--- src/rtl/vga_pkg.sv ---
// Shared VGA timing defaults, coordinate type and range helper for the raster generator.
package vga_pkg;
  localparam int COORD_W = 10;

  localparam int H_VISIBLE_DEF = 640;
  localparam int H_FP_DEF      = 16;
  localparam int H_SYNC_DEF    = 96;
  localparam int H_BP_DEF      = 48;
  localparam int V_VISIBLE_DEF = 480;
  localparam int V_FP_DEF      = 10;
  localparam int V_SYNC_DEF    = 2;
  localparam int V_BP_DEF      = 33;

  localparam int H_TOTAL = H_VISIBLE_DEF + H_FP_DEF + H_SYNC_DEF + H_BP_DEF;
  localparam int V_TOTAL = V_VISIBLE_DEF + V_FP_DEF + V_SYNC_DEF + V_BP_DEF;

  typedef logic [COORD_W-1:0] coord_t;

  // True when c lies in the half-open window [lo, lo+n).
  function automatic logic in_span(input coord_t c, input int lo, input int n);
    return (int'(c) >= lo) && (int'(c) < lo + n);
  endfunction
endpackage

--- src/rtl/vga_pix_div.sv ---
// Pixel-rate divider: one-Clk pix_en strobe per pixel and a registered VGA_CLK
// that falls when the divider wraps and rises at the half-period point.
module vga_pix_div #(
  parameter int CLK_DIV = 2
) (
  input  logic Clk,
  input  logic Reset_n,
  output logic pix_en,
  output logic VGA_CLK
);
  localparam int DW = (CLK_DIV > 2) ? $clog2(CLK_DIV) : 1;
  localparam logic [DW-1:0] LAST = DW'(CLK_DIV - 1);
  localparam logic [DW-1:0] HALF = DW'(CLK_DIV / 2);

  logic [DW-1:0] div_q, div_d;
  logic          pix_en_q, vclk_q;

  always_comb begin
    div_d = (div_q == LAST) ? '0 : div_q + 1'b1;
  end

  // Strobe and clock are decoded from the next divider value so they line up
  // with the counter state that the top module registers on the same edge.
  always_ff @(posedge Clk) begin
    if (!Reset_n) begin
      div_q    <= '0;
      pix_en_q <= 1'b0;
      vclk_q   <= 1'b0;
    end else begin
      div_q    <= div_d;
      pix_en_q <= (div_d == LAST);
      vclk_q   <= (div_d >= HALF);
    end
  end

  assign pix_en  = pix_en_q;
  assign VGA_CLK = vclk_q;
endmodule

--- src/rtl/vga_timing_gen.sv ---
// VGA raster timing: pixel divider, h/v counters and registered sync/blank/coordinate outputs.
// Define VGA_PREFETCH_EN to present the coordinates of the next pixel on ReadX/ReadY.
module vga_timing_gen
  import vga_pkg::*;
#(
  parameter int CLK_DIV   = 2,
  parameter int H_VISIBLE = H_VISIBLE_DEF,
  parameter int H_FP      = H_FP_DEF,
  parameter int H_SYNC    = H_SYNC_DEF,
  parameter int H_BP      = H_BP_DEF,
  parameter int V_VISIBLE = V_VISIBLE_DEF,
  parameter int V_FP      = V_FP_DEF,
  parameter int V_SYNC    = V_SYNC_DEF,
  parameter int V_BP      = V_BP_DEF
) (
  input  logic   Clk,
  input  logic   Reset_n,
  output logic   VGA_CLK,
  output logic   VGA_HS,
  output logic   VGA_VS,
  output logic   VGA_BLANK_N,
  output logic   VGA_SYNC_N,
  output coord_t ReadX,
  output coord_t ReadY,
  output logic   pix_en,
  output logic   frame_start
);
  localparam int     HT     = H_VISIBLE + H_FP + H_SYNC + H_BP;
  localparam int     VT     = V_VISIBLE + V_FP + V_SYNC + V_BP;
  localparam coord_t H_LAST = coord_t'(HT - 1);
  localparam coord_t V_LAST = coord_t'(VT - 1);
`ifdef VGA_PREFETCH_EN
  localparam coord_t RESET_X = coord_t'(1);
`else
  localparam coord_t RESET_X = coord_t'(0);
`endif

  coord_t hcnt_q, hcnt_d, vcnt_q, vcnt_d;
  coord_t readx_q, readx_d, ready_q, ready_d;
  logic   hs_q, vs_q, blank_q, fs_q, fs_d;

  vga_pix_div #(.CLK_DIV(CLK_DIV)) u_div (
    .Clk     (Clk),
    .Reset_n (Reset_n),
    .pix_en  (pix_en),
    .VGA_CLK (VGA_CLK)
  );

  always_comb begin
    hcnt_d = hcnt_q;
    vcnt_d = vcnt_q;
    fs_d   = 1'b0;
    if (pix_en) begin
      if (hcnt_q == H_LAST) begin
        hcnt_d = '0;
        vcnt_d = (vcnt_q == V_LAST) ? '0 : vcnt_q + 1'b1;
        fs_d   = (vcnt_q == V_LAST);
      end else begin
        hcnt_d = hcnt_q + 1'b1;
      end
    end
`ifdef VGA_PREFETCH_EN
    // Look one pixel ahead so the framebuffer read lands in time for the DAC.
    readx_d = (hcnt_d == H_LAST) ? '0 : hcnt_d + 1'b1;
    if (hcnt_d != H_LAST)      ready_d = vcnt_d;
    else if (vcnt_d == V_LAST) ready_d = '0;
    else                       ready_d = vcnt_d + 1'b1;
`else
    readx_d = hcnt_d;
    ready_d = vcnt_d;
`endif
  end

  always_ff @(posedge Clk) begin
    if (!Reset_n) begin
      hcnt_q  <= '0;
      vcnt_q  <= '0;
      readx_q <= RESET_X;
      ready_q <= '0;
      hs_q    <= 1'b1;
      vs_q    <= 1'b1;
      blank_q <= 1'b0;
      fs_q    <= 1'b0;
    end else begin
      hcnt_q  <= hcnt_d;
      vcnt_q  <= vcnt_d;
      readx_q <= readx_d;
      ready_q <= ready_d;
      hs_q    <= !in_span(hcnt_d, H_VISIBLE + H_FP, H_SYNC);
      vs_q    <= !in_span(vcnt_d, V_VISIBLE + V_FP, V_SYNC);
      blank_q <= (int'(hcnt_d) < H_VISIBLE) && (int'(vcnt_d) < V_VISIBLE);
      fs_q    <= fs_d;
    end
  end

  assign VGA_HS      = hs_q;
  assign VGA_VS      = vs_q;
  assign VGA_BLANK_N = blank_q;
  assign VGA_SYNC_N  = 1'b0;
  assign ReadX       = readx_q;
  assign ReadY       = ready_q;
  assign frame_start = fs_q;
endmodule

--- config.mk ---
export PLATFORM = sky130hd
export DESIGN_NAME = vga_timing_gen
export DESIGN_NICKNAME = d
export VERILOG_FILES = /design/src/rtl/vga_pkg.sv /design/src/rtl/vga_pix_div.sv /design/src/rtl/vga_timing_gen.sv
export SDC_FILE = /design/constraint.sdc
export NUM_CORES = 1
export LEC_CHECK = 0
export CAP_MARGIN = 30
export CORE_MARGIN = 2
export CORE_UTILIZATION = 47
export DETAILED_ROUTE_END_ITERATION = 8
export PLACE_DENSITY = 0.72
export SLEW_MARGIN = 10
export SYNTH_ARGS = -nofsm -noshare
export SYNTH_HDL_FRONTEND = slang
export SYNTH_SLANG_ARGS = --single-unit
--- constraint.sdc ---
create_clock -name Clk -period 2.2 [get_ports Clk]
set_input_delay 0.55 -clock Clk [delete_from_list [all_inputs] [get_ports Clk]]
set_output_delay 0.55 -clock Clk [all_outputs]
set_load 0.05 [all_outputs]
Word-level counts from Yosys, hierarchy flattened:

Cells that the tools add are included.

* bits in latches: 0
* bits of input ports: 2
* RAM bits: 0
* ROM bits: 0
* register bits after elaboration: 26
* word-level logic and storage cells: 32
* memories kept: 0

* multiply operators: 0
* equality and inequality tests: 2
* reductions and logical operators: 6
* div/mod/pow operators: 0
* magnitude comparators: 7
* $add $sub $neg: 3
* muxes and demuxes: 6
* shifts and indexed selects: 0
* bitwise operators: 0

Operators by type and width (number)
* 10-bit 2-to-1 mux: 5
* 10-bit by 1-bit adder with 10-bit output, second input constant: 2
* 10-bit equality test, second input constant: 2
* 10-bit less-than comparator, second input constant: 2
* 10-bit by 9-bit less-than comparator with 1-bit output, second input constant: 2
* 10-bit >= comparator, second input constant: 1
* 10-bit by 9-bit >= comparator with 1-bit output, second input constant: 1
* 1-bit logical AND: 3
* 3-bit AND reduction: 1
* 1-bit logical NOT: 2
* 1-bit adder, second input constant: 1
* 1-bit >= comparator, second input constant: 1
* 1-bit 2-to-1 mux: 1

Logic depth before layout (Yosys ltp):

Gate-level depths: netlist of the first run.

* depth after elaboration: 7
* gate-level depth with buffers: 7

Hierarchy:

Synthesis of the first run repeated with hierarchy kept, for this count alone.

* cell total of the unflattened synthesis: 147
* area total of the unflattened synthesis: 1310.0 um^2

By module, submodules not included
* vga_timing_gen: seq. area each 480.5 um^2, instances 1, area each 1268.7 um^2, cells an instance 144
* vga_pix_div: seq. area each 20.0 um^2, instances 1, area each 41.3 um^2, cells an instance 3

Least setup slack after synthesis of the first run:

OpenSTA, ideal clock, no wires.

* path kind: register to register
* from: reg, netlist name ReadX[0]
* to: reg vs_q, in the netlist VGA_VS
* required time: 2.066 ns
* setup time: 0.134 ns
* buffers on the path: 1
* cell stages (with the launch flop): 8
* setup slack: -0.386 ns
* period minus slack after synthesis: 2.586 ns
* data arrival time: 2.451 ns
* cells stage by stage: dfxtp_1 -> ha_1 -> nand2_1 -> or4_4 -> buf_6 -> nor3_2 -> o22ai_1 -> or4_1

RTL lines
* to (signal assigned): line vga_timing_gen.sv:90 `vs_q <= !in_span(vcnt_d, V_VISIBLE + V_FP, V_SYNC);`
* to (decl): line vga_timing_gen.sv:40 `logic hs_q, vs_q, blank_q, fs_q, fs_d;`

==> metrics.txt, run 1 <==
Cells after Synth=~190; CTS H-tree depth=1; vias in the first global route=between 1,000 and 1,500; Slew HR=0.651; largest net degree at the start of global routing=14; Seq cells post-synth=25; chip width=between 60 and 70 um; Multi-input gate area=between 900 and 1000 sq um; Post-synth EDFFs=0; max-slew violations=0; power share of the sequential group=0.624; setup bufs post-CTS=0; synth-to-layout area growth=20.4%; CTS tree=yes; sw frac=0.265; Syn Std Cell Area=~1600 sq um; status=completed; RR Endpoint=VGA_VS$_SDFF_PN1_; Async SR Flop Fraction=0; VDD IR max=0.195 mV; initial core utilization=0.485; num rows=21; Overflow after GRT=0; Final min period=~2.1 ns; hold path start=ReadX[1]$_SDFF_PN0_; Clock power frac=0.292; HPWL Detailed=2.72 mm; sw power=~190 uW; Hold Crit Depth=2; Critical Path Start Type=flop; pwr dens=between 300 and 400 nW/um^2; ranking of synthesized cells by area=dfxtp_1, xnor2_1, nor2_1, nand2_1, nand3_1; RSZ-0062 raised after global routing=false; initial antenna violation count=0; FF-to-FF path depth=5; Seq/Total Area, Yosys=0.314; first-pass GRT wire length=6.29 mm; Crit Path Class=reg2reg; Final Hold Vio Count=0; CTS Buffer Depth=2; Hold Path End=ReadX[1]$_SDFF_PN0_; Ports=29; drt total wl=3.65 mm; DRC Markers=0; routability cong.=between 0.8 and 0.9; first-iteration detailed-routing DRC count=130; Total GRT Usage=0.197; crit path DAT=around 2.4 ns; Skew-Pair Late Insertion Delay=0.32 ns; total CTS buffers=3; Combinational Power Share=0.083; Die Ht=62.2 um; Fmax=between 0.4 and 0.5 GHz; Mapped Avg Cell Area=8.34 sq um; Final Cycle Share=0.974; via count=1,460; die footprint=3870 sq um; IO buf count=27; Hold Path Class=reg2reg; Leakage=0.000727 uW; Root Buffer=clkbuf_4; Final Skew=0.00164 ns; syn_nets=between 150 and 200; Layout fillers=between 300 and 400; Yosys top cell area share=0.314; reg2reg setup slack=0.06 ns; CP max FO=9; share of layout cells above drive strength 1=0.187; Max Cap Viol=0; Main synth FF type=dfxtp_1; actual slew at the worst max-slew pin=0.521 ns; WL/cell=14.1 um; Nets=220; total clock sinks=25; crit end category=flop; WP data required=2.42 ns; setup tns final=0 ns; Reg area=roughly 540 sq um; Post-DRT Antenna Nets=0; DR vias/cell=5.62; Ant. Diodes=0; Pint=540 uW; Synth Warn #=0; drt pass-1 iters=4; Crit Reg-Reg Startpoint=ReadX[7]$_SDFF_PN0_; clk slew on worst S/H paths=0.14 ns; leading area contributor after synthesis=dfxtp_1; final setup fails=0; Unique masters post-synth=between 50 and 60; Finished Core Util=0.584; core area=3280 sq um
==> flip-flops by register name, indices dropped and copies added (netlist names) <==
| register | cells |
|---|---|
| ReadX | 10 |
| ReadY | 10 |
| VGA_BLANK_N | 1 |
| VGA_HS | 1 |
| VGA_VS | 1 |
| frame_start | 1 |
| u_div.VGA_CLK | 1 |
==> area by class of cell <==
type	count	share of cell area
Sequential cell	25	0.280
Timing Repair Buffer	34	0.166
Tap cell	46	0.0300
Multi-Input combinational cell	146	0.500
Inverter	5	0.00978
Clock buffer	4	0.0137
==> synth_stat cells (all sizes together), types with 2 or more instances <==
cell and instances:
or4 4, clkbuf 5, xnor2 15, or3 4, nand4 7, nor2b 3, nand2 15, mux2i 2
inv 5, o31a 2, a211oi 3, a31oi 4, ha 3, a21oi 4, and2 8, nor4 4
o21ai 5, a21boi 3, nor2 22, nand3 10, nor3 11, nand4b 2, buf 9, dfxtp 25
==> through the flow <==
step / hold slack (ns) / setup slack (ns) / instance area, sq um / power [uW] / instances
floorplan: 0.566 / -0.00106 / 1650 / 514 / 191
global placement: 0.498 / 0.132 / 1890 / 529 / 256
detailed placement: 0.514 / 0.0412 / 1890 / 532 / 256
CTS: 0.535 / 0.00549 / 1910 / 741 / 260
global route: 0.554 / 0.00744 / 1920 / 761 / 260
finish: 0.536 / 0.0579 / 1920 / 735 / 260
==> per-layer routing <==
layer  GRT usage  wire [um]  vias up
li1            -          -      723
met1       0.241       1560      695
met2       0.360       1880       37
met3      0.0254        160        5
met4      0.0583         45        0
met5           0          0        -
==> cell families after synthesis <==
group | synth area share
AO/OA/AOI/OAI | 0.123
XOR/XNOR | 0.0880
adder cells (fa/ha/maj) | 0.0236
buffers and inverters | 0.0950
flip-flops | 0.314
multiplexers | 0.0126
other | 0.00235
AND/OR/NAND/NOR | 0.341
==> power by group through the flow <==
stage / logic, uW / clock network [uW] / registers [uW]
5_1_grt: 64.7 / 236 / 460
4_1_cts: 61.8 / 221 / 459
6_report: 61.3 / 215 / 459
3_5_place_dp: 63.4 / 0 / 469
2_1_floorplan: 30.9 / 0 / 483
3_3_place_gp: 61.8 / 0 / 468
==> layout by cell type (no fill, tap or decap), types with 2 or more instances in the layout <==
cell type | netlist | routed
nand4_1 | 7 | 7
or3_2 | 2 | 2
dlygate4sd2_1 | 0 | 5
nor2_1 | 22 | 22
clkbuf_4 | 0 | 3
dlymetal6s2s_1 | 0 | 4
nor4_4 | 0 | 2
buf_4 | 4 | 10
a21oi_1 | 4 | 4
inv_1 | 5 | 5
dfxtp_1 | 25 | 11
ha_1 | 3 | 3
nand2_1 | 15 | 15
mux2i_1 | 2 | 2
nand4b_1 | 2 | 2
nor2b_1 | 3 | 3
and2_1 | 7 | 7
nand3_1 | 10 | 10
a211oi_1 | 3 | 3
o21ai_0 | 4 | 4
nor4_1 | 2 | 2
dfxtp_2 | 0 | 6
or4_1 | 2 | 2
clkdlybuf4s50_1 | 0 | 15
a31oi_1 | 4 | 4
a21boi_0 | 3 | 3
xnor2_1 | 15 | 15
nor3_2 | 2 | 2
nor3_1 | 9 | 9
dfxtp_4 | 0 | 8
==> worst max-delay path, stage by stage, from the launching register on <==
cell and delay (ns):
dfxtp_4 0.36, or3_4 0.41, or4_4 0.61, nor3_2 0.13, o22ai_1 0.12, or4_1 0.40
==> what timing repair did <==
item,CTS,global route
cloned,0,0
hold buffers,0,0
gates resized for setup,5,4
pin swaps,0,1
endpoints found under the setup margin,5,7
==> worst max-delay path by stage <==
stage                        startpoint  cells after the start                     end
floorplan           ReadX[7]$_SDFF_PN0_                      7       VGA_VS$_SDFF_PN1_
global placement    ReadX[0]$_SDFF_PN0_                      6       VGA_VS$_SDFF_PN1_
detailed placement  ReadX[0]$_SDFF_PN0_                      6       VGA_VS$_SDFF_PN1_
CTS                 ReadY[9]$_SDFF_PN0_                      1                ReadY[9]
global route        ReadX[7]$_SDFF_PN0_                      5  VGA_BLANK_N$_SDFF_PN0_
finish              ReadX[7]$_SDFF_PN0_                      5       VGA_VS$_SDFF_PN1_
No activity file was read; power rests on OpenSTA's default activity.
==> run 2, diff against run 1 <==
--- a/config.mk
+++ b/config.mk
@@ -5,12 +5,11 @@
 export SDC_FILE = /design/constraint.sdc
 export NUM_CORES = 1
 export LEC_CHECK = 0
-export CAP_MARGIN = 30
+export CAP_MARGIN = 0
 export CORE_MARGIN = 2
 export CORE_UTILIZATION = 47
 export DETAILED_ROUTE_END_ITERATION = 8
 export PLACE_DENSITY = 0.72
-export SLEW_MARGIN = 10
 export SYNTH_ARGS = -nofsm -noshare
 export SYNTH_HDL_FRONTEND = slang
 export SYNTH_SLANG_ARGS = --single-unit
==> results of run 2 <==
Final layout, timing and power as in run 1 (identical DEF).
==> run 3, diff against run 2 <==
--- a/config.mk
+++ b/config.mk
@@ -6,7 +6,6 @@
 export NUM_CORES = 1
 export LEC_CHECK = 0
 export CAP_MARGIN = 0
-export CORE_MARGIN = 2
 export CORE_UTILIZATION = 47
 export DETAILED_ROUTE_END_ITERATION = 8
 export PLACE_DENSITY = 0.72
==> metrics.txt, run 3 (same netlist as run 1, synthesis figures left out) <==
total clock sinks=25 (unchanged); Final Skew=0.0108 ns (+0.00920 ns); DR vias/cell=5.52 (-1.7%); initial antenna violation count=0 (unchanged); hold slack=0.539 ns (+0.00316 ns); CTS Buffer Depth=2 (unchanged); via count=1,430 (-2.1%); Fmax=0.468 GHz (+0.32%); core area=3130 sq um (-4.8%); max-slew violations=0 (unchanged); synth-to-layout area growth=21.3%; routability cong.=0.874 (-1.8%); actual slew at the worst max-slew pin=0.504 ns (-0.0175 ns); Ports=29 (unchanged); crit path DAT=1.59 ns (-0.77 ns); CP max FO=9 (unchanged); initial core utilization=0.509 (+0.0242); first-pass GRT wire length=5.86 mm (-6.9%); WP data required=1.65 ns (-0.77 ns); delay-heaviest family, CP=buffers and inverters; Crit Reg-Reg Startpoint=ReadX[7]$_SDFF_PN0_; num rows=20 (-4.8%); Buffers & Inverters on Critical Path=1 (+1); Leakage=0.000746 uW (+2.6%); drt pass-1 iters=4 (unchanged); status=completed; Crit. Startpoint=ReadY[4]$_SDFF_PN0_; VDD IR max=0.213 mV (+9.0%); CTS H-tree depth=1 (unchanged); drt total wl=3.51 mm (-4.0%); die footprint=3630 sq um (-6.3%); chip width=60.2 um (-3.2%); share of layout cells above drive strength 1=0.191 (+0.00378); HPWL Detailed=2.59 mm (-4.9%); largest net degree at the start of global routing=14 (unchanged); Root Buffer=clkbuf_4; Final Cycle Share=0.971 (-0.00312); CTS tree=yes; Crit Path Class=reg2out; RSZ-0062 raised after global routing=false; Nets=221 (+0.45%); IO buf count=27 (unchanged); total CTS buffers=3 (unchanged); vias in the first global route=1,319 (-5.7%); hold path start=ReadX[1]$_SDFF_PN0_; Die Ht=60.2 um (-3.2%); first-iteration detailed-routing DRC count=83 (-36%); PnR Total Power=732 uW (-0.34%); Hold Path Class=reg2reg; Critical Path Start Type=flop; Max Cap Viol=0 (unchanged); CP max-delay cell=clkdlybuf4s50_1; Finished Core Util=0.618 (+0.0336); Final Hold Vio Count=0 (unchanged); commonest non-fill, non-tap cell in the layout=nor2_1; Slew HR=0.664 (+0.0122); pwr dens=379 nW/um^2 (-1.0%); DRC Markers=0 (unchanged); clk slew on worst S/H paths=0.13 ns (about the same); Post-DRT Antenna Nets=0 (unchanged); Total GRT Usage=0.214 (+0.0171); crit end category=output port; Overflow after GRT=0 (unchanged); WL/cell=13.5 um (-3.6%); CP Cell Sequence=clkdlybuf4s50_1; final setup fails=0 (unchanged); most frequent cells in the layout=nor2_1, clkdlybuf4s50_1, nand2_1, xnor2_1; Layout fillers=286 (-12%); Post-CTS Hold Buffers=0 (unchanged); Skew-Pair Late Insertion Delay=0.32 ns (about the same); Ant. Diodes=0 (unchanged); max incr delay on CP=0.83 ns (+0.22 ns); Final min period=2.14 ns (-0.00687 ns)
[run 3: cell count changes in the layout (fill, tap and decap cells not counted), sizes merged]
cell,change
buf,+1
dlymetal6s2s,+2
dlygate4sd2,-3
clkdlybuf4s50,+1
[run 3: final cells by class]
type / instances / area [sq um] / area share
Multi-Input combinational cell: 146 / 958 / 0.496
Sequential cell: 25 / 538 / 0.278
Timing Repair Buffer: 35 / 335 / 0.174
Tap cell: 44 / 55.1 / 0.0285
Clock buffer: 4 / 26.3 / 0.0136
Inverter: 5 / 18.8 / 0.00972
[run 3: worst paths after layout]
path         cells past startpoint                  end  slack, ns
min                              2  ReadX[1]$_SDFF_PN0_       0.54
max reg2reg                      5    VGA_VS$_SDFF_PN1_       0.15
max                              1             ReadY[4]       0.06
min reg2reg                      2  ReadX[1]$_SDFF_PN0_       0.54
[run 3: power by group]
part / switching, uW / internal, uW
Clock: 141 / 71.0
Combinational: 41.5 / 20.4
Sequential: 8.10 / 450
[run 3: per-layer routing]
layer | track usage | vias up | wire length (um)
li1 | - | 720 | -
met2 | 0.356 | 37 | 1770
met5 | 0 | - | 0
met3 | 0.0368 | 4 | 161
met4 | 0.0764 | 0 | 30
met1 | 0.275 | 669 | 1550
[run 3: stage by stage]
step,setup WS (ns),TNS (ns),cell area (sq um),cells
detailed placement,0.169,0,1890,255
CTS,0.000823,0,1920,259
global route,0.00226,0,1930,259
global placement,0.223,0,1890,255
finish,0.0648,0,1930,259
floorplan,-0.00106,-0.00106,1650,191
[run 3: repair_timing]
item	4_1_cts	5_1_grt
buffers inserted	0	0
resized for setup	2	6
endpoints found under the setup margin	2	6
gates cloned	0	0
